==> src/rtl/pipe_stage_reg.sv <==
// Parametrised pipeline boundary register with a valid/ready handshake and a 2-entry skid buffer.
// Optional performance counters are enabled by defining PIPE_STAGE_REG_PERF_EN.
module pipe_stage_reg #(
  parameter int CTRL_W = 8,
  parameter int DATA_W = 155,
  parameter int CNT_W  = 16
) (
  input  logic              clk,
  input  logic              rst,
  input  logic              flush,
  input  logic              in_valid,
  output logic              in_ready,
  input  logic [CTRL_W-1:0] in_ctrl,
  input  logic [DATA_W-1:0] in_data,
  output logic              out_valid,
  input  logic              out_ready,
  output logic [CTRL_W-1:0] out_ctrl,
  output logic [DATA_W-1:0] out_data,
  output logic [CNT_W-1:0]  stall_cnt,
  output logic [CNT_W-1:0]  bubble_cnt
);

  logic              m_valid_q, m_valid_d;
  logic [CTRL_W-1:0] m_ctrl_q,  m_ctrl_d;
  logic [DATA_W-1:0] m_data_q,  m_data_d;
  logic              s_valid_q, s_valid_d;
  logic [CTRL_W-1:0] s_ctrl_q,  s_ctrl_d;
  logic [DATA_W-1:0] s_data_q,  s_data_d;

  logic accept;
  logic load_main;

  // in_ready comes straight from a flop, so out_ready never reaches upstream combinationally.
  assign in_ready  = ~s_valid_q;
  assign accept    = in_valid & in_ready;
  assign load_main = ~m_valid_q | out_ready;

  always_comb begin
    // NOTE: every next-state signal gets a default first so no latch is inferred.
    m_valid_d = m_valid_q;
    m_ctrl_d  = m_ctrl_q;
    m_data_d  = m_data_q;
    s_valid_d = s_valid_q;
    s_ctrl_d  = s_ctrl_q;
    s_data_d  = s_data_q;

    if (flush) begin
      m_valid_d = 1'b0;
      s_valid_d = 1'b0;
      m_ctrl_d  = '0;
      s_ctrl_d  = '0;
    end else if (load_main) begin
      if (s_valid_q) begin
        m_valid_d = 1'b1;
        m_ctrl_d  = s_ctrl_q;
        m_data_d  = s_data_q;
        s_valid_d = accept;
        if (accept) begin
          s_ctrl_d = in_ctrl;
          s_data_d = in_data;
        end
      end else if (accept) begin
        m_valid_d = 1'b1;
        m_ctrl_d  = in_ctrl;
        m_data_d  = in_data;
      end else begin
        // Bubble: control is squashed, data keeps its last value.
        m_valid_d = 1'b0;
        m_ctrl_d  = '0;
      end
    end else if (accept) begin
      s_valid_d = 1'b1;
      s_ctrl_d  = in_ctrl;
      s_data_d  = in_data;
    end
  end

  always_ff @(posedge clk) begin
    // NOTE: data registers are reset too, so out_data reads zero right after reset.
    if (rst) begin
      m_valid_q <= 1'b0;
      m_ctrl_q  <= '0;
      m_data_q  <= '0;
      s_valid_q <= 1'b0;
      s_ctrl_q  <= '0;
      s_data_q  <= '0;
    end else begin
      m_valid_q <= m_valid_d;
      m_ctrl_q  <= m_ctrl_d;
      m_data_q  <= m_data_d;
      s_valid_q <= s_valid_d;
      s_ctrl_q  <= s_ctrl_d;
      s_data_q  <= s_data_d;
    end
  end

  assign out_valid = m_valid_q;
  assign out_ctrl  = m_valid_q ? m_ctrl_q : '0;
  assign out_data  = m_data_q;

`ifdef PIPE_STAGE_REG_PERF_EN
  logic [CNT_W-1:0] stall_cnt_q;
  logic [CNT_W-1:0] bubble_cnt_q;

  // Saturating counters; flush deliberately leaves them alone.
  always_ff @(posedge clk) begin
    if (rst) begin
      stall_cnt_q  <= '0;
      bubble_cnt_q <= '0;
    end else begin
      if (m_valid_q && !out_ready && !(&stall_cnt_q))
        stall_cnt_q <= stall_cnt_q + CNT_W'(1);
      if (!m_valid_q && !(&bubble_cnt_q))
        bubble_cnt_q <= bubble_cnt_q + CNT_W'(1);
    end
  end

  assign stall_cnt  = stall_cnt_q;
  assign bubble_cnt = bubble_cnt_q;
`else
  assign stall_cnt  = '0;
  assign bubble_cnt = '0;
`endif

endmodule

==> config.mk <==
export PLATFORM = sky130hd
export DESIGN_NAME = pipe_stage_reg
export DESIGN_NICKNAME = d
export VERILOG_FILES = /design/src/rtl/pipe_stage_reg.sv
export SDC_FILE = /design/constraint.sdc
export NUM_CORES = 1
export LEC_CHECK = 0
export CORE_MARGIN = 5
export CORE_UTILIZATION = 45
export CTS_CLUSTER_SIZE = 40
export DETAILED_ROUTE_END_ITERATION = 16
export GPL_ROUTABILITY_DRIVEN = 0
export PLACE_DENSITY_LB_ADDON = 0.15
export SYNTH_ARGS = -nofsm -noshare
export SYNTH_HDL_FRONTEND = slang
export SYNTH_SLANG_ARGS = --single-unit
==> constraint.sdc <==
create_clock -name clk -period 1.5 [get_ports clk]
set_clock_uncertainty 0.15 [all_clocks]
set_input_delay 0.225 -clock clk [delete_from_list [all_inputs] [get_ports clk]]
set_output_delay 0.225 -clock clk [all_outputs]
set_load 0.01 [all_outputs]
==> flow_summary.toml <==
[run_status]
status = "finished, violations left"
violations = "negative setup slack"

[final_layout]
final_cell_mix = "dfxtp_1 (251), a21oi_1 (173), clkdlybuf4s50_1 (165), a211oi_2 (155), nand3b_1 (155)"
drive_gt1_share_pct = 41.9
nets = 2087
final_common_cell = "dfxtp_1"
areaGrowthSynthToFinish_pct = 44.4
final_cells = 2404

[sta]
setup_viol = 328
layout_min_cycle_time_ps = 1720
timing.fmax_ghz = 0.581
rsz0062_at_grt = "true"
tightest_slew_ps = 542
tns_ps = -50740
relSlewSlack_pct = 63.9
whs_ps = 30.7
slew_viol_final = 0
final_hold_viol_count = 0
finalCritPeriodShare_pct = 115
setup_ws_ps = -221

[route]
via_per_inst = 5.68
wl_per_cell_um = 22.0
vias = 13700
wl_um = 52900
ant_nets = 0
drtIter0Drc = 684
route.detailed.drc = 0
first_pass_iters = 5

[floorplanning]
rows = 68
core_um2 = 34500
num_io_pins = 365
die_w_um = 197
dieArea_um2 = 38800
fp.dieH_um = 197
start_util_pct = 45.5

[yosys]
yosys_warnings = 0
ys_seq_area_share_pct = 41.8
synth-seq-cells = 328
syn_avg_cell_area_um2 = 10.2
syn_inst = 1545
synth.top_cell.area_share_pct = 41.8
ys_types = 30
yosys.area.top_type = "dfxtp_1"
yosys-top-cells-area = "dfxtp_1 (42%), a211oi_2 (12%), mux2i_1 (9.9%)"
syn-cell-area_um2 = 15700

[setup_path]
worst-path-stages = 6
rrSetupSlack_ps = -220
cp_cell_sequence = "buf_6, and4bb_4, buf_12, clkbuf_16, nand3b_1, a21oi_1"
crit_end = "s_data_q[104]$_SDFFE_PP0P_"
required_ps = 1790
cpMaxStageDelayCell = "and4bb_4"
worstPathArrival_ps = 2010
rr_endpoint = "s_data_q[104]$_SDFFE_PP0P_"
cp_num_buf_inv = 3
cp_max_fo = 8
critPathLaunch = "s_valid_q$_SDFFE_PP0P_"
cp_top_family = "buffers and inverters"
r2r_cells = 6
end_kind = "flip-flop"
cpPeakStageDelay_ps = 410
cp-start-kind = "flip-flop"
critPathKind = "reg2reg"
r2r-start = "s_valid_q$_SDFFE_PP0P_"

[clocking]
clock_sinks = 328
cts_root_buf = "clkbuf_16"
cts_tree = "done"
cts_htree_levels = 2
clk_pin_slew_ps = 60
clock_latency_ps = 520
clk_path_buf_depth = 3
numCtsBuffers = 38

[place]
io_buffers = 332
dp_slack_ps = -530
dp_hpwl_um = 30200
dp_cells = 2252

[global_routing]
grt_max_degree = 94
antenna_found_initial = 8
grt_pass1_wl_um = 72400
grt_pass1_vias = 13100
gr-total-overflow = 0
grt_usage_pct = 22.6

[power_and_ir_drop]
peakVddDrop_v = 0.000823
leakage_nw = 7.75
powerDensity_nw_per_um2 = 994

[hold_path]
worstHoldPathType = "in2reg"

[flow_run]
drv_cap = 0
registers in the layout, indices dropped and copies added (netlist names):
name	flops
out_data	155
s_valid_q	1
out_valid	1
s_data_q	155
m_ctrl_q	8
s_ctrl_q	8
how the worst min path moves through the flow:
stage,from,endpoint,slack (ps),cells after the start
2_1_floorplan,in_ctrl[0],s_ctrl_q[0]$_SDFFE_PP0P_,210,2
3_3_place_gp,s_ctrl_q[6]$_SDFFE_PP0P_,s_ctrl_q[6]$_SDFFE_PP0P_,290,2
3_5_place_dp,s_ctrl_q[3]$_SDFFE_PP0P_,s_ctrl_q[3]$_SDFFE_PP0P_,300,2
4_1_cts,rst,out_data[134]$_SDFFE_PP0P_,4,3
5_1_grt,rst,s_data_q[132]$_SDFFE_PP0P_,30,3
6_report,rst,s_data_q[132]$_SDFFE_PP0P_,30,3
metrics by stage:
| step | power, mW | instance area [um2] | util [%] |
|---|---|---|---|
| 2_1_floorplan | 11.2 | 15800 | - |
| 3_3_place_gp | 12.7 | 19700 | 57.2 |
| 3_5_place_dp | 12.7 | 19700 | 57.2 |
| 4_1_cts | 22.5 | 21600 | 62.5 |
| 5_1_grt | 23.3 | 22700 | 65.7 |
| 6_report | 22.5 | 22700 | 65.7 |
timing repair:
item	4_1_cts	5_1_grt
gates cloned	8	33
endpoints found under the setup margin	476	422
pin swaps	6	33
hold buffers	1	0
resized for setup	596	204
endpoints found under the hold margin	1	0
setup buffers	16	29
layout make-up:
| cell class | instances | area [um2] |
|---|---|---|
| sequential | 328 | 6670 |
| multi-input combinational | 1032 | 8240 |
| fill | 2754 | 11900 |
| tap | 455 | 569 |
| inverter | 4 | 15.0 |
| clock buffer | 55 | 1150 |
| clock inverter | 13 | 176 |
| timing repair buffer | 515 | 5860 |
| antenna | 2 | 5.00 |
Yosys cell counts:
| library cell | n |
|---|---|
| buf_6 | 15 |
| and4bb_1 | 1 |
| nand2_1 | 19 |
| nand4bb_1 | 1 |
| mux2i_1 | 155 |
| a21oi_2 | 110 |
| dfxtp_1 | 328 |
| buf_12 | 11 |
| and2_1 | 5 |
| a211oi_1 | 5 |
| nor2b_1 | 5 |
| nand3b_1 | 155 |
| or2_2 | 1 |
| a21oi_1 | 212 |
| o21ba_4 | 1 |
| nor2_1 | 9 |
| nor3_2 | 1 |
| buf_1 | 4 |
| nor3_1 | 6 |
| o21ai_0 | 134 |
| o32a_1 | 3 |
| clkbuf_1 | 77 |
| nand2b_1 | 1 |
| buf_2 | 46 |
| a211oi_2 | 150 |
| inv_1 | 4 |
| conb_1 | 1 |
| a221oi_1 | 5 |
| buf_4 | 59 |
| o21ai_1 | 21 |
kinds of logic (layout without fill, tap and decap cells):
| kind of cell | count (synthesis) | count (layout) | share of synthesized area [%] |
|---|---|---|---|
| buffers and inverters | 216 | 587 | 8.79 |
| flip-flops | 328 | 328 | 41.8 |
| AND/OR/NAND/NOR | 204 | 204 | 8.96 |
| other | 1 | 34 | 0.0239 |
| multiplexers | 155 | 155 | 9.87 |
| AO/OA/AOI/OAI | 641 | 641 | 30.6 |
worst reg2reg max path, delay by kind of cell, from the launching register on:
kind	cells	cell delay (ps)
buf+inv	3	510
flops	1	350
simple gates	2	490
compound gates	1	150
power by group:
group / switching, mW / internal (mW)
sequential: 0.234 / 9.07
clock: 3.74 / 6.02
combinational: 1.73 / 1.75
total: 5.70 / 16.8
layer usage:
metal | up-vias | wire [um] | GRT usage, %
li1 | 6375 | - | -
met2 | 408 | 25100 | 36.9
met4 | 12 | 1170 | 6.34
met5 | - | 83 | 0
met3 | 78 | 3240 | 5.04
met1 | 6793 | 23200 | 30.2
Note: power is estimated with default switching activity, not from simulation.
